### src/rtl/resonant_pkg.sv
// Shared types, constants and the saturating multiply used by the Q pulse
// deserializer and the resonant-system emulator.
package resonant_pkg;

   typedef enum logic [1:0] {
      IDLE     = 2'd0,
      ARMED    = 2'd1,
      COUNTING = 2'd2,
      DONE     = 2'd3
   } deser_state_t;

   localparam int BUS_WIDTH_DEFAULT   = 10;
   localparam int Q_PER_PULSE_DEFAULT = 30;
   localparam int Q_MAX               = 2**BUS_WIDTH_DEFAULT - 1;

   typedef struct packed {
      logic [31:0] value;
      logic        clipped;
   } sat_res_t;

   // n * q clipped to max; the flag reports whether clipping occurred.
   function automatic sat_res_t sat_mul(input logic [31:0] n,
                                        input logic [31:0] q,
                                        input logic [31:0] max);
      logic [63:0] prod;
      sat_res_t    r;
      prod = 64'(n) * 64'(q);
      if (prod > 64'(max)) begin
         r.value   = max;
         r.clipped = 1'b1;
      end else begin
         r.value   = prod[31:0];
         r.clipped = 1'b0;
      end
      return r;
   endfunction

endpackage

### src/rtl/q_pulse_deserializer_if.sv
// Result bus of the Q pulse deserializer: valid/ready handshake plus payload.
interface q_pulse_deserializer_if #(
   parameter int BUS_WIDTH = 10
);
   logic                 q_valid;
   logic                 q_ready;
   logic [BUS_WIDTH-1:0] q_measured;
   logic [BUS_WIDTH-1:0] n_pulses;
   logic                 q_sat;
   logic                 q_timeout;

   modport master (
      output q_valid, q_measured, n_pulses, q_sat, q_timeout,
      input  q_ready
   );

   modport slave (
      input  q_valid, q_measured, n_pulses, q_sat, q_timeout,
      output q_ready
   );
endinterface

### src/rtl/pulse_edge_sync.sv
// Multi-flop synchronizer for an asynchronous level followed by a registered
// previous-value flop, giving rising-edge and any-edge strobes in the clk domain.
module pulse_edge_sync #(
   parameter int SYNC_STAGES = 2
) (
   input  logic clk,
   input  logic rst_n,
   input  logic d,
   output logic rise,
   output logic any_edge
);
   logic [SYNC_STAGES-1:0] sync_r;
   logic                   prev_r;
   logic                   s_s;

   assign s_s = sync_r[SYNC_STAGES-1];

   // Synchronizer chain and previous-value flop.
   always_ff @(posedge clk or negedge rst_n) begin
      if (!rst_n) begin
         sync_r <= '0;
         prev_r <= 1'b0;
      end else begin
         sync_r <= {sync_r[SYNC_STAGES-2:0], d};
         prev_r <= s_s;
      end
   end

   assign rise     = s_s & ~prev_r;
   assign any_edge = s_s ^ prev_r;
endmodule

### src/rtl/q_pulse_deserializer.sv
// Counts synchronized rising edges of the serialized Q pulse train, ends the
// train on an idle timeout and reports n_pulses and the clipped charge.
module q_pulse_deserializer
   import resonant_pkg::*;
#(
   parameter int BUS_WIDTH    = BUS_WIDTH_DEFAULT,
   parameter int Q_PER_PULSE  = Q_PER_PULSE_DEFAULT,
   parameter int IDLE_TIMEOUT = 16,
   parameter int ARM_TIMEOUT  = 256,
   parameter int SYNC_STAGES  = 2
) (
   input  logic clk,
   input  logic rst_n,
   input  logic start,
   input  logic q_serialized,
   output logic busy,
   q_pulse_deserializer_if.master res
);
   localparam logic [1:0] ST_IDLE     = 2'(IDLE);
   localparam logic [1:0] ST_ARMED    = 2'(ARMED);
   localparam logic [1:0] ST_COUNTING = 2'(COUNTING);
   localparam logic [1:0] ST_DONE     = 2'(DONE);

   localparam int AW = (ARM_TIMEOUT  > 2) ? $clog2(ARM_TIMEOUT)  : 1;
   localparam int IW = (IDLE_TIMEOUT > 2) ? $clog2(IDLE_TIMEOUT) : 1;
   localparam logic [AW-1:0]        ARM_LAST  = AW'(ARM_TIMEOUT - 1);
   localparam logic [IW-1:0]        IDLE_LAST = IW'(IDLE_TIMEOUT - 1);
   localparam logic [BUS_WIDTH-1:0] CNT_MAX   = '1;
   localparam logic [31:0]          RES_MAX   = 32'(2**BUS_WIDTH - 1);

   logic [1:0]           state_r, state_s;
   logic [BUS_WIDTH-1:0] count_r, count_s;
   logic [IW-1:0]        idle_r, idle_s;
   logic [AW-1:0]        arm_r, arm_s;
   logic [BUS_WIDTH-1:0] n_r, n_s, qm_r, qm_s;
   logic                 sat_r, sat_s, to_r, to_s, valid_r, valid_s, busy_r, busy_s;
   logic                 rise_s, any_edge_s;
   sat_res_t             prod_s;
   logic                 unused_prod_hi_s;

   pulse_edge_sync #(.SYNC_STAGES(SYNC_STAGES)) u_sync (
      .clk      (clk),
      .rst_n    (rst_n),
      .d        (q_serialized),
      .rise     (rise_s),
      .any_edge (any_edge_s)
   );

   assign prod_s           = sat_mul(32'(count_r), 32'(Q_PER_PULSE), RES_MAX);
   assign unused_prod_hi_s = ^prod_s.value[31:BUS_WIDTH];

   // Next-state and result computation; abort is tested before any other event.
   always_comb begin
      state_s = state_r;
      count_s = count_r;
      idle_s  = idle_r;
      arm_s   = arm_r;
      n_s     = n_r;
      qm_s    = qm_r;
      sat_s   = sat_r;
      to_s    = to_r;
      valid_s = valid_r;
      case (state_r)
         ST_IDLE: begin
            if (start) begin
               count_s = '0;
               idle_s  = '0;
               arm_s   = '0;
               sat_s   = 1'b0;
               to_s    = 1'b0;
               state_s = ST_ARMED;
            end else begin
               state_s = ST_IDLE;
            end
         end
         ST_ARMED: begin
            if (!start) begin
               state_s = ST_IDLE;
            end else if (rise_s) begin
               count_s = {{(BUS_WIDTH-1){1'b0}}, 1'b1};
               idle_s  = '0;
               state_s = ST_COUNTING;
            end else if (arm_r == ARM_LAST) begin
               count_s = '0;
               to_s    = 1'b1;
               state_s = ST_DONE;
            end else begin
               arm_s = arm_r + 1'b1;
            end
         end
         ST_COUNTING: begin
            // A rise also sets any_edge, so it always clears the idle counter.
            if (!start) begin
               state_s = ST_IDLE;
            end else if (any_edge_s) begin
               idle_s = '0;
               if (rise_s && (count_r == CNT_MAX)) begin
                  sat_s = 1'b1;
               end else if (rise_s) begin
                  count_s = count_r + 1'b1;
               end else begin
                  count_s = count_r;
               end
            end else if (idle_r == IDLE_LAST) begin
               state_s = ST_DONE;
            end else begin
               idle_s = idle_r + 1'b1;
            end
         end
         ST_DONE: begin
            if (!valid_r) begin
               n_s     = count_r;
               qm_s    = prod_s.value[BUS_WIDTH-1:0];
               sat_s   = sat_r | prod_s.clipped;
               valid_s = 1'b1;
            end else if (res.q_ready) begin
               valid_s = 1'b0;
               state_s = ST_IDLE;
            end else begin
               valid_s = 1'b1;
            end
         end
         default: begin
            state_s = ST_IDLE;
         end
      endcase
      busy_s = (state_s != ST_IDLE);
   end

   // State and registered outputs.
   always_ff @(posedge clk or negedge rst_n) begin
      if (!rst_n) begin
         state_r <= ST_IDLE;
         count_r <= '0;
         idle_r  <= '0;
         arm_r   <= '0;
         n_r     <= '0;
         qm_r    <= '0;
         sat_r   <= 1'b0;
         to_r    <= 1'b0;
         valid_r <= 1'b0;
         busy_r  <= 1'b0;
      end else begin
         state_r <= state_s;
         count_r <= count_s;
         idle_r  <= idle_s;
         arm_r   <= arm_s;
         n_r     <= n_s;
         qm_r    <= qm_s;
         sat_r   <= sat_s;
         to_r    <= to_s;
         valid_r <= valid_s;
         busy_r  <= busy_s;
      end
   end

   assign res.q_valid    = valid_r;
   assign res.q_measured = qm_r;
   assign res.n_pulses   = n_r;
   assign res.q_sat      = sat_r;
   assign res.q_timeout  = to_r;
   assign busy           = busy_r;
endmodule

### src/flat_wrapper.sv
// flat-port wrapper written by rule: the top's interface ports become plain ports
module q_pulse_deserializer_flat import resonant_pkg::*;
#(
   parameter int BUS_WIDTH    = BUS_WIDTH_DEFAULT,
   parameter int Q_PER_PULSE  = Q_PER_PULSE_DEFAULT,
   parameter int IDLE_TIMEOUT = 16,
   parameter int ARM_TIMEOUT  = 256,
   parameter int SYNC_STAGES  = 2
)
  (clk, rst_n, start, q_serialized, busy, res_q_valid, res_q_measured, res_n_pulses, res_q_sat, res_q_timeout, res_q_ready);
  q_pulse_deserializer_if #(.BUS_WIDTH(BUS_WIDTH)) res_i ();
  input  logic clk;
  input  logic rst_n;
  input  logic start;
  input  logic q_serialized;
  output logic busy;
  output wire logic [$bits(res_i.q_valid)-1:0] res_q_valid;
  output wire logic [$bits(res_i.q_measured)-1:0] res_q_measured;
  output wire logic [$bits(res_i.n_pulses)-1:0] res_n_pulses;
  output wire logic [$bits(res_i.q_sat)-1:0] res_q_sat;
  output wire logic [$bits(res_i.q_timeout)-1:0] res_q_timeout;
  input wire logic [$bits(res_i.q_ready)-1:0] res_q_ready;
  assign res_q_valid = res_i.q_valid;
  assign res_q_measured = res_i.q_measured;
  assign res_n_pulses = res_i.n_pulses;
  assign res_q_sat = res_i.q_sat;
  assign res_q_timeout = res_i.q_timeout;
  assign res_i.q_ready = res_q_ready;
  q_pulse_deserializer #(.BUS_WIDTH(BUS_WIDTH), .Q_PER_PULSE(Q_PER_PULSE), .IDLE_TIMEOUT(IDLE_TIMEOUT), .ARM_TIMEOUT(ARM_TIMEOUT), .SYNC_STAGES(SYNC_STAGES)) u_core (.clk(clk), .rst_n(rst_n), .start(start), .q_serialized(q_serialized), .busy(busy), .res(res_i));
endmodule
### config.mk
export PLATFORM = sky130hd
export DESIGN_NAME = q_pulse_deserializer_flat
export DESIGN_NICKNAME = d
export VERILOG_FILES = /design/src/rtl/resonant_pkg.sv /design/src/rtl/q_pulse_deserializer_if.sv /design/src/rtl/pulse_edge_sync.sv /design/src/rtl/q_pulse_deserializer.sv /design/src/flat_wrapper.sv
export SDC_FILE = /design/constraint.sdc
export NUM_CORES = 1
export LEC_CHECK = 0
export CAP_MARGIN = 20
export CORE_MARGIN = 2
export CORE_UTILIZATION = 35
export CTS_BUF_LIST = sky130_fd_sc_hd__clkbuf_8
export CTS_CLUSTER_DIAMETER = 100
export DETAILED_ROUTE_END_ITERATION = 8
export GPL_TIMING_DRIVEN = 0
export PLACE_DENSITY = 0.53
export SLEW_MARGIN = 0
export SYNTH_ARGS = -nofsm -noshare
export SYNTH_HDL_FRONTEND = slang
export SYNTH_HIERARCHICAL = 1
export SYNTH_SLANG_ARGS = --single-unit
### constraint.sdc
create_clock -name clk -period 3.37 [get_ports clk]
set_input_delay 0.5055 -clock clk [delete_from_list [all_inputs] [get_ports clk]]
set_output_delay 0.5055 -clock clk [all_outputs]
set_load 0.005 [all_outputs]
# [Word level (Yosys, flattened, before mapping)]
# Index checks and enable logic that the tools add are counted.
[op_classes] add_sub_neg=3 multipliers=1 order_cmp=1 n_eq_ne=20 muxes=44 n_bitwise=5 reduce_logical=12
[ops] cell="10-bit two-way mux" count=8
[ops] cell="8-bit two-way mux" count=4
[ops] cell="10-bit one-hot mux with 3 select lines" count=1
[ops] cell="4-bit two-way mux" count=6
[ops] cell="2-bit two-way mux" count=8
[ops] cell="8-bit one-hot mux with 2 select lines" count=1
[ops] cell="15-bit by 10-bit > comparator with 1-bit output (second input constant)" count=1
[ops] cell="10-bit by 4-bit multiplier with 14-bit output (second input constant)" count=1
[ops] cell="2-bit inequality test (second input constant)" count=7
[ops] cell="4-bit one-hot mux with 3 select lines" count=1
[ops] cell="6-bit AND reduction" count=2
[ops] cell="1-bit two-way mux" count=11
[ops] cell="11-bit two-way mux" count=1
[ops] cell="10-bit by 1-bit adder with 10-bit output (second input constant)" count=1
[ops] cell="10-bit == test (second input constant)" count=1
[ops] cell="2-bit by 1-bit inequality test with 1-bit output (second input constant)" count=5
[ops] cell="5-bit AND reduction" count=2
[ops] cell="8-bit by 1-bit adder with 8-bit output (second input constant)" count=1
[ops] cell="8-bit == test (second input constant)" count=1
[ops] cell="2-bit one-hot mux with 4 select lines" count=1
[ops] cell="8-bit AND reduction" count=1
[ops] cell="3-bit nonzero test" count=2
[ops] cell="4-bit by 1-bit adder with 4-bit output (second input constant)" count=1
[ops] cell="2-bit == test (second input constant)" count=2
[ops] cell="other kinds (14)" count=16
[word_totals] regBits=51 word_cells=98

# [Logic depth before layout (Yosys ltp)]
[depth] depth_word=7 ltp_mapped=13

# [By module]
# Netlist, hierarchy kept.
[modules_own_cells] module="q_pulse_deserializer" n_inst=1 cells_each=379 area_per_inst_um2=3477.1 seq_area_each_um2=1201.2
[modules_own_cells] module="pulse_edge_sync" n_inst=1 cells_each=6 area_per_inst_um2=95.1 seq_area_each_um2=75.1

# [Worst setup path before layout]
# No wires, ideal clock.
[synth_path] path_kind="reg-to-reg" from="register u_core.count_r[7]" to="register u_core.qm_r[5] (netlist: u_core/res.q_measured[5])" t_arrival_ps=3349 t_required_ps=3219 path_slack_ps=-130 stages_incl_launch_ff=14 period_less_slack_ps=3500 path_cell_list="dfrtp_1 -> inv_1 -> fa_1 -> fa_1 -> inv_1 -> ha_1 -> clkbuf_1 -> a21oi_2 -> nand2_1 -> a21o_1 -> or3_1 -> a211oi_2 -> buf_4 -> a41oi_1"
[synth_via] elab_chain_cells=3
[synth_rtl] element="from (decl)" line_no="q_pulse_deserializer.sv:32" text="logic [BUS_WIDTH-1:0] count_r, count_s;"
[synth_rtl] element="from (signal assigned)" line_no="q_pulse_deserializer.sv:145" text="count_r <= count_s;"
[synth_rtl] element="10-bit by 4-bit multiplier with 14-bit output" line_no="resonant_pkg.sv:27" text="prod = 64'(n) * 64'(q);"
[synth_rtl] element="15-bit by 10-bit > comparator with 1-bit output" line_no="resonant_pkg.sv:28" text="if (prod > 64'(max)) begin"
[synth_rtl] element="11-bit two-way mux" line_no="resonant_pkg.sv:28"
[synth_rtl] element="to (signal assigned)" line_no="q_pulse_deserializer.sv:149" text="qm_r <= qm_s;"
[synth_rtl] element="to (decl)" line_no="q_pulse_deserializer.sv:35" text="logic [BUS_WIDTH-1:0] n_r, n_s, qm_r, qm_s;"
# Every way passes these cells.
# A chain may end at the register's enable or synchronous reset.

# [Final worst setup path]
[layout_path] from="register u_core.count_r[4]" to="register u_core.qm_r[5] (netlist: u_core/res.q_measured[5])"
[layout_via] elab_chain_cells=3
[layout_rtl] element="10-bit by 4-bit multiplier with 14-bit output (*)" line_no="resonant_pkg.sv:27"
[layout_rtl] element="15-bit by 10-bit > comparator with 1-bit output" line_no="resonant_pkg.sv:28"
[layout_rtl] element="11-bit two-way mux (*)" line_no="resonant_pkg.sv:28"
# Mark *: on every way between the ends. The rest lies on a longest branch, timed or not.

==> out/results.ini <==
[routing]
wl_um = 8155
wl_per_cell_um = 14.11
drt_pre_antenna_iters = 4
avgViaCountPerCell = 5.090
route.detailed.drc = 0
drt_first_iter_violations = 111
drtAntennaViolNets = 0
num_vias = 2942

[floorplanning]
boundaryPins = 29
die_area_um2 = 11030
floorplan.rows = 36
initial_core_util_pct = 36.38
floorplan.core_area_um2 = 9819
floorplan.die.height_um = 105.0
dieWidth_um = 105.0

[power_and_ir_drop]
switching_power_mw = 0.2974
seq_power_share_pct = 57.1
post-layout-total-power_mw = 1.103
pwr_density_cell_nw_per_um2 = 247.0
cell_internal_pwr_mw = 0.8060
p_leak_nw = 2.034
p_comb_share_pct = 9.6
clock_power_share_pct = 33.3
power.ir.vdd_worst_mv = 0.1638
netSwitchingFraction_pct = 26.95

[clock_tree]
tritoncts = done
worst_setup_hold_path_clk_slew_ns = 0.11
cts_max_level = 2
numClockSinks = 51
cts_buffers = 5
max-clock-path-buffers = 2
cts.root.buffer_cell = sky130_fd_sc_hd__clkbuf_8
worstSkewPairLatency_ns = 0.31

[timing]
rsz_0062_raised_after_global_routing = true
fmax_mhz = 285.6
count_of_endpoints_failing_hold_in_the_final_timing_report = 0
finalSetupViolCount = 11
post_route_worst_setup_slack_ns = -0.1318
final_max_slew_violation_count = 0
timing.final.crit_period_ns = 3.502
tightest_slew_margin_relative_to_the_limit_pct = 60.73
clock-skew-final_ns = 0.01488
tightest_slew_ns = 0.5891
min_period_over_period_pct = 103.9

[placement]
dp_cells = 547
port_buffers = 28
place.gp.congestion = 0.7783
hpwl_um = 6039

[worst_setup_path]
path_max_fanout = 5
worst_reg2reg_path_depth = 12
worstPathCellList = inv_4 -> fa_1 -> fa_1 -> inv_1 -> ha_4 -> a21o_4 -> a31oi_4 -> a211oi_2 -> or3_4 -> a211oi_4 -> buf_6 -> a41oi_1
critical_r2r_capture = u_core/res.q_measured[5]$_DFFE_PN0P_
crit_path_max_cell_delay_ns = 0.51
setup.worst_path.start_class = flop
timing.critical_path.arrival_ns = 3.67
critical_path_endpoint = u_core/res.q_measured[5]$_DFFE_PN0P_
critical_path.slowest_cell = sky130_fd_sc_hd__fa_1
crit_required_ns = 3.54
critical-path-top-cell-by-count = sky130_fd_sc_hd__fa_1
setup.worst_path.class = reg2reg
crit_path_end_kind = flop
crit-reg2reg-launch = u_core/count_r[4]$_DFFE_PN0P_
worst_reg_to_reg_setup_slack_ns = -0.13
startpoint = u_core/count_r[4]$_DFFE_PN0P_

[logic_synthesis]
synth-seq-cells = 51
synth_edf_count = 0
synth_top_flop_cell = sky130_fd_sc_hd__dfrtp_1
synth_area_per_cell_um2 = 9.278
ys_seq_area_share_pct = 35.73
yosys.cell_types.count = 53
yosysWarnings = 6
netlist_area_um2 = 3572
synth.net_count = 439
postSynth.asyncResetShare_pct = 100.0
netlist_instances = 385

[global_routing]
grt_pass1_wl_um = 14430
grt_remaining_overflow = 0
pin_count_of_the_biggest_net_entering_global_routing = 32
grt_use_total_pct = 15.67
antenna_found_initial = 0
via_count_of_the_first_global_routing_pass = 2946

[cells_and_area]
multiInputGateArea_um2 = 2226
drive_above_1_share_pct = 16.63
fillerInstances = 991
post_layout_nonfiller_instances = 578
antenna_cells_inserted = 0
finalNetCount = 498
area_growth_pct = 25.04
seq_area_um2 = 1285

[run_status]
failed_checks = setup timing
outcome = finished, violations left

[hold_path]
worst_min_delay_path_class = in2async

[run]
max_cap_violations = 0

==> worst min path at each step <==
stage                                      start                                end  slack (ns)  depth (start not counted)
5_1_grt                                    rst_n        u_core/arm_r[3]$_DFFE_PN0P_        0.17                          1
3_3_place_gp   u_core/u_sync/sync_r[0]$_DFF_PN0_  u_core/u_sync/sync_r[1]$_DFF_PN0_        0.34                          0
2_1_floorplan                              rst_n        u_core/arm_r[0]$_DFFE_PN0P_        0.21                          0
3_5_place_dp   u_core/u_sync/sync_r[0]$_DFF_PN0_  u_core/u_sync/sync_r[1]$_DFF_PN0_        0.34                          0
4_1_cts                                    rst_n        u_core/arm_r[3]$_DFFE_PN0P_        0.15                          1
6_report                                   rst_n        u_core/arm_r[3]$_DFFE_PN0P_        0.14                          1
==> flip-flops by register name, indices dropped and copies added (netlist names), 2 cells and up <==
name and flops:
u_core/arm_r 8, u_core/count_r 10, u_core/idle_r 4, u_core/res.n_pulses 10, u_core/res.q_measured 10, u_core/state_r 2, u_core/u_sync/sync_r 2
==> cell type report <==
cell class	count	area share [%]
clock inverters	3	0.3922
flip-flops and latches	51	28.77
plain buffers	11	1.261
multi-input cells	281	49.83
repair buffers	53	10.64
well taps	133	3.726
inverters	41	3.838
clock buffers	5	1.541
==> through the flow <==
| step | hold WS [ns] | TNS [ns] | setup slack, ns | area (um2) | utilization, % |
|---|---|---|---|---|---|
| after global placement | 0.3375 | -5.368 | -0.5472 | 4050 | 41.25 |
| final | 0.1371 | -1.070 | -0.1318 | 4467 | 45.49 |
| after floorplan | 0.2099 | -0.01227 | -0.006133 | 3603 | - |
| after detailed placement | 0.3386 | -5.856 | -0.6003 | 4065 | 41.40 |
| after CTS | 0.1520 | -1.025 | -0.1295 | 4448 | 45.30 |
| after global routing | 0.1704 | -2.652 | -0.2930 | 4467 | 45.49 |
==> kinds of logic after synthesis <==
| kind of cell | count (synthesis) | synth area share [%] |
|---|---|---|
| and+or+nand+nor | 119 | 15.87 |
| xor gates and xnor gates | 9 | 2.207 |
| muxes | 3 | 0.9106 |
| adders and majority gates | 49 | 20.74 |
| AOI/OAI and AO/OA | 101 | 18.84 |
| DFF | 51 | 35.73 |
| buffers and inverters | 53 | 5.709 |
==> power groups by stage <==
| stage | logic (mW) | clock network [mW] | registers, mW |
|---|---|---|---|
| 2_1_floorplan | 0.0617 | 0 | 0.641 |
| 6_report | 0.106 | 0.367 | 0.630 |
| 4_1_cts | 0.108 | 0.385 | 0.630 |
| 5_1_grt | 0.121 | 0.405 | 0.632 |
| 3_5_place_dp | 0.106 | 0 | 0.643 |
| 3_3_place_gp | 0.102 | 0 | 0.643 |
==> timing repair <==
action / 4_1_cts / 5_1_grt
hold endpoints to repair: 0 / 0
setup buffers: 22 / 1
hold buffers: 0 / 0
gates resized for setup: 30 / 4
setup endpoints to repair: 11 / 11
pin swaps: 10 / 2
gates cloned: 1 / 0
==> cell usage in the layout, fill, tap and decap left out, types with 4 or more instances in the layout <==
cell type and n:
sky130_fd_sc_hd__a21o_1 5, sky130_fd_sc_hd__inv_1 34, sky130_fd_sc_hd__fa_1 16, sky130_fd_sc_hd__a31oi_1 9, sky130_fd_sc_hd__xor2_1 6, sky130_fd_sc_hd__clkbuf_1 8, sky130_fd_sc_hd__clkbuf_8 5, sky130_fd_sc_hd__nand3_1 13
sky130_fd_sc_hd__buf_4 25, sky130_fd_sc_hd__a22o_1 4, sky130_fd_sc_hd__nor2_1 33, sky130_fd_sc_hd__ha_1 28, sky130_fd_sc_hd__o21ai_0 35, sky130_fd_sc_hd__inv_4 7, sky130_fd_sc_hd__dfrtp_2 7, sky130_fd_sc_hd__or3_1 4
sky130_fd_sc_hd__o31ai_1 4, sky130_fd_sc_hd__dfrtp_1 44, sky130_fd_sc_hd__nor2b_1 4, sky130_fd_sc_hd__a21oi_1 16, sky130_fd_sc_hd__clkdlybuf4s50_1 27, sky130_fd_sc_hd__nand4_1 4, sky130_fd_sc_hd__nand2_1 39
==> Yosys cell counts (all sizes together) (3+ instances only) <==
cell | instances | area share [%]
dfrtp | 51 | 36
inv | 41 | 4.3
nand2 | 39 | 4.1
o21ai | 38 | 5.3
nor2 | 33 | 3.5
ha | 32 | 11
a21oi | 18 | 2.6
fa | 17 | 9.5
nand3 | 13 | 1.8
a31oi | 10 | 1.9
clkbuf | 10 | 1.1
a21o | 6 | 1.3
xor2 | 6 | 1.5
or3 | 5 | 0.88
a211oi | 4 | 0.98
a22o | 4 | 0.98
and4 | 4 | 1.1
nand4 | 4 | 0.70
nor2b | 4 | 0.70
nor3 | 4 | 0.56
o31ai | 4 | 0.84
a41oi | 3 | 1.3
and3 | 3 | 0.53
xnor2 | 3 | 0.74
==> routing by layer <==
metal	track usage (%)	wire, um
met1	22.34	4068
met2	25.46	3751
met3	2.433	265
met4	2.667	70
met5	0	0
==> worst max-delay path: cells and delay by family (launching register included) <==
kind | cells | cell delay, ns
adders and majority gates | 3 | 1.23
AOI/OAI and AO/OA | 5 | 0.98
buffers and inverters | 3 | 0.33
and+or+nand+nor | 1 | 0.38
DFF | 1 | 0.44
Note: power is estimated with default switching activity, not from simulation.
